[src/rtl/sqrt_interp_sequencer.sv]
// sqrt_interp_sequencer
// Piecewise-linear square-root evaluator for the Box-Muller AWGN datapath.
// One request is processed at a time: the top ADDR_W bits of the log-stage
// value select a segment in the external coefficient ROM, the next FRAC_W
// bits interpolate along it, and the result y = C0 + ((C1 * frac) >> FRAC_W)
// is offered downstream on a valid/ready handshake.
//
// Build option: define SQRT_SAT_EN to clamp overflowing results to all ones
// and raise the sticky sat_flag. Without it the result wraps modulo 2^Y_W and
// sat_flag is tied low.
module sqrt_interp_sequencer #(
    parameter int X_W     = 24,
    parameter int ADDR_W  = 6,
    parameter int FRAC_W  = 12,
    parameter int Y_W     = 20,
    parameter int ROM_LAT = 1
) (
    input  logic              clk,
    input  logic              reset,
    input  logic              in_valid,
    output logic              in_ready,
    input  logic [X_W-1:0]    in_x,
    output logic              out_valid,
    input  logic              out_ready,
    output logic [Y_W-1:0]    out_y,
    output logic [ADDR_W-1:0] rom_addr,
    input  logic [31:0]       rom_data,
    output logic              busy,
    output logic              sat_flag
);

    // ROM word layout: slope in the upper 20 bits, offset in the lower 12.
    localparam int C1_W   = 20;
    localparam int C0_W   = 12;
    localparam int PROD_W = C1_W + FRAC_W;
    localparam int HI_W   = PROD_W - FRAC_W;
    localparam int CNT_W  = (ROM_LAT > 1) ? $clog2(ROM_LAT) : 1;

    localparam logic [2:0] S_IDLE = 3'd0;
    localparam logic [2:0] S_WAIT = 3'd1;
    localparam logic [2:0] S_MUL  = 3'd2;
    localparam logic [2:0] S_ADD  = 3'd3;
    localparam logic [2:0] S_DONE = 3'd4;

    logic [2:0]        r_state;
    logic [CNT_W-1:0]  r_cnt;
    logic [ADDR_W-1:0] r_rom_addr;
    logic [FRAC_W-1:0] r_frac;
    logic [C1_W-1:0]   r_c1;
    logic [C0_W-1:0]   r_c0;
    logic [PROD_W-1:0] r_prod;
    logic [Y_W-1:0]    r_out_y;
    logic              r_out_valid;

    logic [ADDR_W-1:0] w_addr;
    logic [FRAC_W-1:0] w_frac;
    logic              w_accept;
    logic              w_rom_cap;
    logic              w_do_mul;
    logic              w_do_add;
    logic              w_handshake;
    logic [HI_W-1:0]   w_prod_hi;
    logic [Y_W:0]      w_sum;
    logic [Y_W-1:0]    w_y;

`ifdef SQRT_SAT_EN
    // Clamp anything that does not fit in Y_W bits to the largest code.
    function automatic logic [Y_W-1:0] fit_y(input logic [Y_W:0] s);
        return s[Y_W] ? {Y_W{1'b1}} : s[Y_W-1:0];
    endfunction
`else
    // Plain modulo-2^Y_W result; the carry out is simply dropped.
    function automatic logic [Y_W-1:0] fit_y(input logic [Y_W-1:0] s);
        return s;
    endfunction
`endif

    // Segment address and interpolation fraction taken straight from in_x.
    assign w_addr = in_x[X_W-1 -: ADDR_W];
    assign w_frac = in_x[X_W-ADDR_W-1 -: FRAC_W];

    generate
        if (X_W > ADDR_W + FRAC_W) begin : g_lsb
            // Bits below the fraction carry no information for this stage.
            logic w_unused_lsb;
            assign w_unused_lsb = ^in_x[X_W-ADDR_W-FRAC_W-1:0];
        end
    endgenerate

    // Per-state strobes shared by the control and datapath blocks.
    assign w_accept    = in_valid && (r_state == S_IDLE);
    assign w_rom_cap   = (r_state == S_WAIT) && (r_cnt == '0);
    assign w_do_mul    = (r_state == S_MUL);
    assign w_do_add    = (r_state == S_ADD);
    assign w_handshake = (r_state == S_DONE) && out_ready;

    // Interpolation sum carries one spare bit so overflow is visible.
    assign w_prod_hi = r_prod[PROD_W-1:FRAC_W];
    assign w_sum     = (Y_W+1)'(r_c0) + (Y_W+1)'(w_prod_hi);

`ifdef SQRT_SAT_EN
    assign w_y = fit_y(w_sum);
`else
    logic w_unused_ovf;
    assign w_unused_ovf = w_sum[Y_W];
    assign w_y          = fit_y(w_sum[Y_W-1:0]);
`endif

    // Sequencer: IDLE -> WAIT (ROM_LAT cycles) -> MUL -> ADD -> DONE -> IDLE.
    always_ff @(posedge clk) begin
        if (reset) begin
            r_state     <= S_IDLE;
            r_cnt       <= '0;
            r_out_valid <= 1'b0;
        end else begin
            case (r_state)
                S_IDLE: begin
                    if (w_accept) begin
                        r_cnt   <= CNT_W'(ROM_LAT - 1);
                        r_state <= S_WAIT;
                    end
                end
                S_WAIT: begin
                    if (w_rom_cap) begin
                        r_state <= S_MUL;
                    end else begin
                        r_cnt <= r_cnt - 1'b1;
                    end
                end
                S_MUL: begin
                    r_state <= S_ADD;
                end
                S_ADD: begin
                    r_out_valid <= 1'b1;
                    r_state     <= S_DONE;
                end
                S_DONE: begin
                    if (out_ready) begin
                        r_out_valid <= 1'b0;
                        r_state     <= S_IDLE;
                    end
                end
                default: begin
                    r_out_valid <= 1'b0;
                    r_state     <= S_IDLE;
                end
            endcase
        end
    end

    // Datapath captures, each enabled by the state that owns it.
    always_ff @(posedge clk) begin
        if (reset) begin
            r_rom_addr <= '0;
            r_frac     <= '0;
            r_c1       <= '0;
            r_c0       <= '0;
            r_prod     <= '0;
            r_out_y    <= '0;
        end else begin
            if (w_accept) begin
                r_rom_addr <= w_addr;
                r_frac     <= w_frac;
            end
            if (w_rom_cap) begin
                r_c1 <= rom_data[31:12];
                r_c0 <= rom_data[11:0];
            end
            if (w_do_mul) begin
                r_prod <= PROD_W'(r_c1) * PROD_W'(r_frac);
            end
            if (w_do_add) begin
                r_out_y <= w_y;
            end
        end
    end

`ifdef SQRT_SAT_EN
    logic r_sat_flag;

    // Sticky overflow indication; only reset clears it.
    always_ff @(posedge clk) begin
        if (reset) begin
            r_sat_flag <= 1'b0;
        end else if (w_do_add && w_sum[Y_W]) begin
            r_sat_flag <= 1'b1;
        end
    end

    assign sat_flag = r_sat_flag;
`else
    assign sat_flag = 1'b0;
`endif

    assign in_ready  = (r_state == S_IDLE);
    assign busy      = (r_state != S_IDLE);
    assign out_valid = r_out_valid;
    assign out_y     = r_out_y;
    assign rom_addr  = r_rom_addr;

endmodule

[config.mk]
export PLATFORM = sky130hd
export DESIGN_NAME = sqrt_interp_sequencer
export DESIGN_NICKNAME = d
export VERILOG_FILES = /design/src/rtl/sqrt_interp_sequencer.sv
export SDC_FILE = /design/constraint.sdc
export NUM_CORES = 1
export LEC_CHECK = 0
export BUFFER_PORTS_ARGS = -buffer_cell sky130_fd_sc_hd__buf_2
export CORE_ASPECT_RATIO = 0.9
export CORE_MARGIN = 2
export CORE_UTILIZATION = 45
export CTS_CLUSTER_SIZE = 16
export DETAILED_ROUTE_END_ITERATION = 7
export GPL_TIMING_DRIVEN = 0
export PLACE_DENSITY_LB_ADDON = 0.3
export SLEW_MARGIN = 25
export SYNTH_ARGS = -nofsm -noshare
export SYNTH_HDL_FRONTEND = slang
export SYNTH_SLANG_ARGS = --single-unit
export TNS_END_PERCENT = 20
[constraint.sdc]
create_clock -name clk -period 5.2 [get_ports clk]
set_input_delay 0.26 -clock clk [delete_from_list [all_inputs] [get_ports clk]]
set_output_delay 0.26 -clock clk [all_outputs]
set_load 0.05 [all_outputs]
==> results of run 1 <==
synthesized netlist by cell type, types with 5 or more instances:
master	n
a21oi_1	103
nor2b_1	7
nand3_1	10
nor3_1	11
or3_1	5
dfxtp_1	95
inv_1	207
fa_1	180
xor2_1	14
and3_1	5
o211ai_1	5
and2_1	70
o21bai_1	7
nand4_1	5
nand2_1	326
nor2_1	35
clkbuf_1	73
o21ai_0	23
ha_1	78
xnor2_1	18
a211oi_1	12
a21o_1	8
a22o_1	12
per-stage QoR:
stage,util,setup WS (ns)
2_1_floorplan,-,0.0108
3_3_place_gp,0.495,-0.722
3_5_place_dp,0.495,-0.759
4_1_cts,0.546,-0.102
5_1_grt,0.549,-0.270
6_report,0.549,-0.105
power groups by stage:
stage | Clock (mW) | Sequential (mW) | Combinational [mW]
3_5_place_dp | 0 | 0.823 | 0.636
6_report | 0.691 | 0.813 | 0.751
5_1_grt | 0.731 | 0.819 | 0.824
2_1_floorplan | 0 | 0.842 | 0.407
4_1_cts | 0.703 | 0.812 | 0.741
3_3_place_gp | 0 | 0.822 | 0.626
worst register-to-register path: stages, from the launching register on:
cell and delay [ns]:
dfxtp_4 0.42, clkbuf_8 0.18, nand2_1 0.08, fa_1 0.53
inv_1 0.05, fa_1 0.46, fa_1 0.60, fa_1 0.45
fa_1 0.51, ha_4 0.31, and2_4 0.15, nand3_4 0.08
or4_4 0.55, o21ai_4 0.20, a221oi_4 0.10, a32oi_1 0.24
xor2_1 0.11, a22o_1 0.20
worst paths after layout:
kind,cells after the start,end,start
worst min-delay path,3,r_frac[4],in_x[10]
worst max-delay path,17,r_prod[28],r_frac[6]
worst min register to register,2,out_y[7],out_y[7]
worst max register to register,17,r_prod[28],r_frac[6]
layer usage:
metal / track usage / routed length, um
met2: 0.400 / 14700
met5: 0 / 0
met4: 0.0729 / 718
met3: 0.0347 / 1720
met1: 0.330 / 13500
area by class of cell:
class / instances / area share
Clock buffer: 9 / 0.0168
Antenna cell: 1 / 0.000187
Inverter: 207 / 0.0580
Multi-Input combinational cell: 982 / 0.643
Buffer: 75 / 0.0540
Sequential cell: 95 / 0.146
Tap cell: 336 / 0.0314
Clock inverter: 7 / 0.00457
Timing Repair Buffer: 108 / 0.0461
cell families (layout without fill, tap and decap cells):
kind of cell,count (synthesis),in the layout,synth area share
other,1,2,0.000334
XOR/XNOR,32,32,0.0249
adder cells (fa/ha/maj),258,258,0.407
buffers and inverters,284,406,0.0953
AND/OR/NAND/NOR,491,491,0.193
AO/OA/AOI/OAI,199,199,0.109
multiplexers,1,1,0.000891
flip-flops,95,95,0.169
cells in the final DEF (no fill, tap or decap), types with 6 or more instances in the layout:
| cell type | synthesis | routed |
|---|---|---|
| nor3_1 | 11 | 11 |
| xor2_1 | 14 | 14 |
| nand2_1 | 326 | 323 |
| a22o_1 | 12 | 12 |
| a21oi_1 | 103 | 92 |
| a21o_1 | 8 | 8 |
| clkbuf_8 | 0 | 24 |
| dfxtp_4 | 0 | 9 |
| clkbuf_1 | 73 | 30 |
| ha_4 | 0 | 9 |
| a21oi_2 | 0 | 8 |
| dfxtp_2 | 0 | 13 |
| ha_1 | 78 | 67 |
| clkbuf_16 | 0 | 17 |
| o21bai_1 | 7 | 7 |
| nand3_1 | 10 | 10 |
| and2_1 | 70 | 67 |
| a211oi_1 | 12 | 10 |
| buf_2 | 1 | 83 |
| inv_1 | 207 | 205 |
| nor2_1 | 35 | 35 |
| xnor2_1 | 18 | 18 |
| nor2b_1 | 7 | 6 |
| o21ai_0 | 23 | 17 |
| buf_4 | 1 | 28 |
| dfxtp_1 | 95 | 73 |
| fa_1 | 180 | 176 |
state kept, by name (all words and copies together) (netlist names):
signal / cells
rom_addr: 6
r_c1: 20
r_frac: 12
out_valid: 1
r_cnt: 1
r_c0: 12
r_prod: 20
out_y: 20
r_state: 3
what timing repair did:
| action | 4_1_cts | 5_1_grt |
|---|---|---|
| pin swaps | 25 | 11 |
| buffers inserted | 22 | 2 |
| gates cloned | 2 | 0 |
| endpoints found under the hold margin | 0 | 0 |
| gates resized for setup | 193 | 30 |
| hold buffers | 0 | 0 |
| setup endpoints to repair | 20 | 14 |
==> results_dict.tcl, run 1 <==
set metrics [dict create \
    status "finished, violations left" \
    failed_checks "setup timing" \
    pwr-share-seq 0.361 \
    setup-violations-final 6 \
    fin_crit_ns 5.30 \
    p_int_mw 1.39 \
    clk_latency_ns 0.37 \
    grt-ovfl-total 0 \
    switchingPower_mw 0.862 \
    nFillCells 2214 \
    wire_per_inst_um 16.8 \
    synthFlopType "dfxtp_1" \
    p_comb_frac 0.333 \
    grt_max_degree 19 \
    wl_um 30600 \
    critPathKind "flop to flop" \
    final-max-slew-violation-count 0 \
    postSynth.asyncResetShare 0 \
    ys_types 59 \
    fin_skew_ns 0.0128 \
    globalplace.congestion 0.901 \
    fin_total_pwr_mw 2.25 \
    antenna_found_initial 1 \
    hold_class "primary input to flop" \
    cpMaxStageDelayCell "fa_1" \
    start_util 0.461 \
    multi_input_area_sq_mm 0.00862 \
    routed_via_density 5.26 \
    cp-end-kind "flop" \
    die_h_um 154 \
    pwr_density_cell_mw_per_mm2 168 \
    top_level_ports 90 \
    cts.clk_slew.worst_paths_ns 0.09 \
    areaGrowthSynthToFinish_pct 19.2 \
    path_common_cell "fa_1" \
    final_nets 1796 \
    htree_levels 3 \
    placed_cell_area_sq_mm 0.0121 \
    p_leak_nw 6.35 \
    clkPwrFrac 0.306 \
    max_slew_margin 0.486 \
    clock_path_buffers 2 \
    die_area_sq_mm 0.0263 \
    syn_inst 1361 \
    finalNonFillerCells 1820 \
    max_stage_delay_ns 0.60 \
    final_area_sq_mm 0.0134 \
    whs_ns 0.112 \
    worst_slew_pin_slew_ns 0.771 \
    drc_errors 0 \
    dpl.cell_count 1779 \
    fin_crit_sh 1.02 \
    final-hold-violation-count 0 \
    fmaxAchievable_mhz 189 \
    ys_warn_count 0 \
    ir_drop_v 0.000155 \
    path_buf_inv 2 \
    yosysTopAreaCell "fa_1" \
    die_w_um 171 \
    num_vias 9566 \
    rsz0062_at_grt "yes" \
    drv_cap 0 \
    required_ns 5.46 \
    path_cells "clkbuf_8 -> nand2_1 -> fa_1 -> inv_1 -> fa_1 -> fa_1 -> fa_1 -> fa_1 -> ha_4 -> and2_4 -> nand3_4 -> or4_4 -> o21ai_4 -> a221oi_4 -> a32oi_1 -> xor2_1 -> a22o_1" \
    dr.pass1.iters 7 \
    fp.coreArea_sq_mm 0.0244 \
    finalSetupTns_ns -0.245 \
    ys_ff_latch 95 \
    cp.arrival_ns 5.56 \
    synth_nets 1679 \
    synth.top_cell.area_share 0.321 \
    fin_ws_ns -0.105 \
    synth_seq_area_share 0.169 \
    cts_sinks 95 \
    grt_pass1_wl_um 49600 \
    ys_top_cells_by_area "fa_1, dfxtp_1, nand2_1" \
    numCtsBuffers 9 \
    rows 54 \
    worstPathMaxFanout 4 \
    switching_share 0.382 \
    start_kind "flop" \
    r2r_slack_ns -0.10 \
    root_buffer "clkbuf_16" \
    port_buffers 82 \
    grt_pass1_vias 9752 \
    seq_area_sq_mm 0.00195 \
    ant_nets 0 \
    critical_path.top_delay_family "adder cells" \
    track_usage 0.242 \
    layout-drive-gt1-share 0.167 \
    synth_edf_count 0 \
    hpwlAfterDp_um 24100 \
    synth_area_sq_mm 0.0112 \
    cts_tree "built" \
    syn_area_per_cell_sq_um 8.26 \
    drtIter0Drc 570 \
]
Note: power is estimated with default switching activity, not from simulation.
==> inputs of run 2 (changes only) <==
- clock period: 5.2 -> 6 ns (I/O delays scaled with it)
==> run 2 against run 1 <==
Effect of this change:
- the run now ends clean
- non-clock buffer count shrank 24
- die area is the same
- clock power shrank 11%
- utilization shrank 3.9 points
- combinational power shrank 25%
- sequential power shrank 14%
- register-to-register slack gained 0.26 ns
- power shrank 17%
- flip-flop and latch count is the same
- global-route usage shrank 0.75 points
- sequential share of layout area grew 0.72 points
- highest routed layer unchanged
==> results_dict.tcl, run 2 (same netlist as run 1, synthesis figures left out) <==
set metrics [dict create \
    dp_slack_ns -0.0318 \
    start_kind "flop" \
    final_area_sq_mm 0.0124 \
    cts_sinks 95 \
    status "complete, no violations" \
    fin_ws_ns 0.158 \
    worstPathMaxFanout 10 \
    clk_latency_ns 0.37 \
    dr.pass1.iters 6 \
    cts_hold_buffers 0 \
    finalNonFillerCells 1796 \
    ir_drop_v 0.000122 \
    die_h_um 154 \
    path_cells "buf_2 -> nand2_1 -> fa_1 -> fa_1 -> inv_1 -> fa_1 -> fa_1 -> inv_1 -> fa_1 -> inv_1 -> ha_1 -> a21oi_1 -> o21ai_0 -> a221oi_1 -> o21ai_2 -> a221oi_2 -> a32oi_1 -> xor2_1 -> a22o_1" \
    fin_crit_ns 5.84 \
    rows 54 \
    pwr_density_cell_mw_per_mm2 151 \
    wl_met1_um 13200 \
    hold_class "primary input to flop" \
    grt_pass1_vias 9297 \
    drv_cap 0 \
    hpwlAfterDp_um 24100 \
    routed_via_density 5.24 \
    critPathKind "flop to flop" \
    track_usage 0.235 \
    layout-drive-gt1-share 0.0973 \
    dr_wl_met2_um 13400 \
    placed_cell_area_sq_mm 0.0121 \
    whs_ns 0.154 \
    clock_path_buffers 2 \
    fin_skew_ns 0.0216 \
    setup-violations-final 0 \
    cp-end-kind "flop" \
    final_common_cell "nand2_1" \
    p_leak_nw 6.06 \
    final_cell_mix "nand2_1, inv_1, fa_1" \
    fmaxAchievable_mhz 171 \
    globalplace.congestion 0.925 \
    dpl.cell_count 1779 \
    grt_max_degree 20 \
    drtIter0Drc 623 \
    final-hold-violation-count 0 \
    max_stage_delay_ns 0.53 \
    worst_slew_pin_slew_ns 0.844 \
    fin_crit_sh 0.974 \
    num_vias 9413 \
    die_w_um 171 \
    cpMaxStageDelayCell "fa_1" \
    ant_nets 0 \
    die_area_sq_mm 0.0263 \
    final_nets 1772 \
    htree_levels 3 \
    required_ns 6.25 \
    cp.arrival_ns 6.09 \
    fp.coreArea_sq_mm 0.0244 \
    cts_tree "built" \
    fin_util 0.510 \
    wl_um 29500 \
    top_layer "met4" \
    wire_per_inst_um 16.4 \
    finalSetupTns_ns 0 \
    port_buffers 82 \
    start_util 0.461 \
    grt_pass1_wl_um 48000 \
    rsz0062_at_grt "yes" \
    top_level_ports 90 \
    fin_total_pwr_mw 1.88 \
    drc_errors 0 \
    route.met3.wl_um 2110 \
    numCtsBuffers 9 \
    antenna_found_initial 1 \
    cts_setup_buffers 0 \
    grt-ovfl-total 0 \
    final-max-slew-violation-count 0 \
    cts.clk_slew.worst_paths_ns 0.09 \
    root_buffer "clkbuf_16" \
    areaGrowthSynthToFinish_pct 10.7 \
    max_slew_margin 0.437 \
    path_common_cell "fa_1" \
]
run 2: critical path: cells and delay by family, from the launching register on:
family / cells / cell delay [ns]
flops: 1 / 0.41
fa+ha+maj: 6 / 2.89
simple gates: 1 / 0.12
compound gates: 7 / 1.63
xor+xnor: 1 / 0.17
buf+inv: 4 / 0.50
run 2: area by class of cell:
cell class / count / area, sq um
Antenna cell: 1 / 2.50
Sequential cell: 95 / 1900
Clock buffer: 9 / 225
Buffer: 77 / 342
Fill cell: 2336 / 12000
Multi-Input combinational cell: 982 / 8280
Clock inverter: 7 / 76.3
Inverter: 207 / 777
Tap cell: 336 / 420
Timing Repair Buffer: 82 / 410
run 2: worst paths after layout:
| check | startpoint | endpoint | slack, ns | cells past startpoint |
|---|---|---|---|---|
| worst max-delay path | r_frac[5] | r_prod[28] | 0.16 | 19 |
| worst min register to register | out_y[6] | out_y[6] | 0.45 | 2 |
| worst max register to register | r_frac[5] | r_prod[28] | 0.16 | 19 |
| worst min-delay path | in_x[10] | r_frac[4] | 0.15 | 3 |
run 2: report_power, final:
part | total [mW] | internal, mW | switching, mW
Combinational | 0.564 | 0.177 | 0.388
Sequential | 0.699 | 0.669 | 0.0302
Clock | 0.614 | 0.295 | 0.319
run 2: per-layer routing:
metal / GRT usage / vias up
met5: 0 / -
li1: - / 4430
met1: 0.329 / 4649
met4: 0.0659 / 0
met3: 0.0456 / 44
met2: 0.371 / 290
run 2: timing repair:
item                                    4_1_cts  5_1_grt
cloned                                        0        0
gates resized for setup                      13       50
endpoints found under the setup margin        5       13
==> inputs of run 3 (changes only) <==
- CORE_UTILIZATION: 45 -> 40
==> run 3 against run 2 <==
Effect of this change:
- setup slack improved by 0.062 ns
- sequential power about the same
- critical path depth unchanged
- power increased by 0.51%
- die area increased by 12%
- cell area increased by 0.30%
- clock skew decreased by 0.0094 ns
- combinational power decreased by 0.7%
- highest routed layer unchanged
==> results_dict.tcl, run 3 (same netlist as run 1, synthesis figures left out) <==
set metrics [dict create \
    status "complete, no violations" \
    ant_nets 0 \
    r2r-start "r_frac[4]" \
    hpwlAfterDp_um 24500 \
    setup-violations-final 0 \
    antenna_found_initial 0 \
    final_area_sq_mm 0.0125 \
    cts_sinks 95 \
    num_vias 9274 \
    grt_pass1_vias 9258 \
    fin_crit_sh 0.963 \
    globalplace.congestion 0.894 \
    top_level_ports 90 \
    areaGrowthSynthToFinish_pct 11.0 \
    start_util 0.404 \
    port_buffers 82 \
    clock_path_buffers 2 \
    reg2reg_to "r_prod[28]" \
    drv_cap 0 \
    htree_levels 3 \
    finalSetupTns_ns 0 \
    endpoint "r_prod[28]" \
    p_leak_nw 6.08 \
    fin_crit_ns 5.78 \
    cp-end-kind "flop" \
    drc_errors 0 \
    root_buffer "clkbuf_16" \
    whs_ns 0.158 \
    placed_cell_area_sq_mm 0.0121 \
    die_w_um 181 \
    final-hold-violation-count 0 \
    grt_pass1_wl_um 48100 \
    numCtsBuffers 9 \
    rows 58 \
    grt-ovfl-total 0 \
    cp.arrival_ns 6.05 \
    grt_max_degree 17 \
    reg2reg_depth 19 \
    dp_slack_ns -0.0234 \
    crit_start "r_frac[4]" \
    fin_ws_ns 0.221 \
    r2r_slack_ns 0.22 \
    final-max-slew-violation-count 0 \
    final_cell_mix "nand2_1, inv_1, fa_1" \
    final_common_cell "nand2_1" \
    final_nets 1772 \
    finalNonFillerCells 1820 \
    rsz0062_at_grt "yes" \
    pwr_density_cell_mw_per_mm2 151 \
    fmaxAchievable_mhz 173 \
    layout-drive-gt1-share 0.0994 \
    clk_latency_ns 0.37 \
    ir_drop_v 0.000145 \
    wire_per_inst_um 16.2 \
    die_area_sq_mm 0.0295 \
    hold_class "primary input to flop" \
    required_ns 6.27 \
    worstPathMaxFanout 10 \
    start_kind "flop" \
    fin_util 0.449 \
    drtIter0Drc 579 \
    max_slew_margin 0.484 \
    dpl.cell_count 1803 \
    fp.coreArea_sq_mm 0.0278 \
    fin_total_pwr_mw 1.89 \
    track_usage 0.207 \
    wl_um 29500 \
    worst_slew_pin_slew_ns 0.774 \
    routed_via_density 5.10 \
    cts_tree "built" \
    die_h_um 163 \
    fin_skew_ns 0.0122 \
    dr.pass1.iters 5 \
    cts_hold_buffers 0 \
    critPathKind "flop to flop" \
    cts.clk_slew.worst_paths_ns 0.08 \
]
-- run 3: cell type report --
type,instances,area (sq um)
repair buffers,82,410
diodes,1,2.50
plain buffers,77,359
inverters,207,777
fillers,2817,15300
flip-flops and latches,95,1900
multi-input cells,982,8270
clock buffers,11,243
clock inverters,5,61.3
well taps,360,450
-- run 3: routing by layer --
layer | track usage | vias to the layer above | share of wire
li1 | - | 4421 | -
met1 | 0.292 | 4614 | 0.47
met2 | 0.334 | 206 | 0.46
met3 | 0.0355 | 33 | 0.048
met4 | 0.0444 | 0 | 0.017
met5 | 0 | - | 0
-- run 3: timing repair --
action,in CTS,in global routing
setup endpoints to repair,4,11
gates resized for setup,4,83
buffers inserted,0,0
pin swaps,0,1
-- run 3: worst min path at each step --
stage	startpoint	to	slack (ns)	depth (start not counted)
3_5_place_dp	out_y[7]	out_y[7]	0.44	2
2_1_floorplan	r_prod[14]	r_prod[14]	0.44	2
3_3_place_gp	out_y[5]	out_y[5]	0.44	2
4_1_cts	rom_data[29]	r_c1[17]	0.15	3
5_1_grt	rom_data[18]	r_c1[6]	0.16	3
6_report	rom_data[4]	r_c0[4]	0.16	3
-- run 3: critical path: stages (launching register included) --
cell      delay (ns)
dfxtp_1         0.39
clkbuf_2        0.28
nand2_1         0.11
fa_1            0.51
fa_1            0.53
inv_1           0.06
fa_1            0.50
fa_1            0.49
inv_1           0.05
fa_1            0.53
inv_1           0.06
ha_1            0.38
a21oi_1         0.21
o21ai_0         0.17
a221oi_1        0.33
o21ai_2         0.14
a221oi_2        0.37
a32oi_1         0.18
xor2_1          0.18
a22o_1          0.20
-- run 3: report_power, final --
group / switching (mW) / internal (mW)
Combinational: 0.383 / 0.177
Clock: 0.288 / 0.339
Sequential: 0.0300 / 0.669
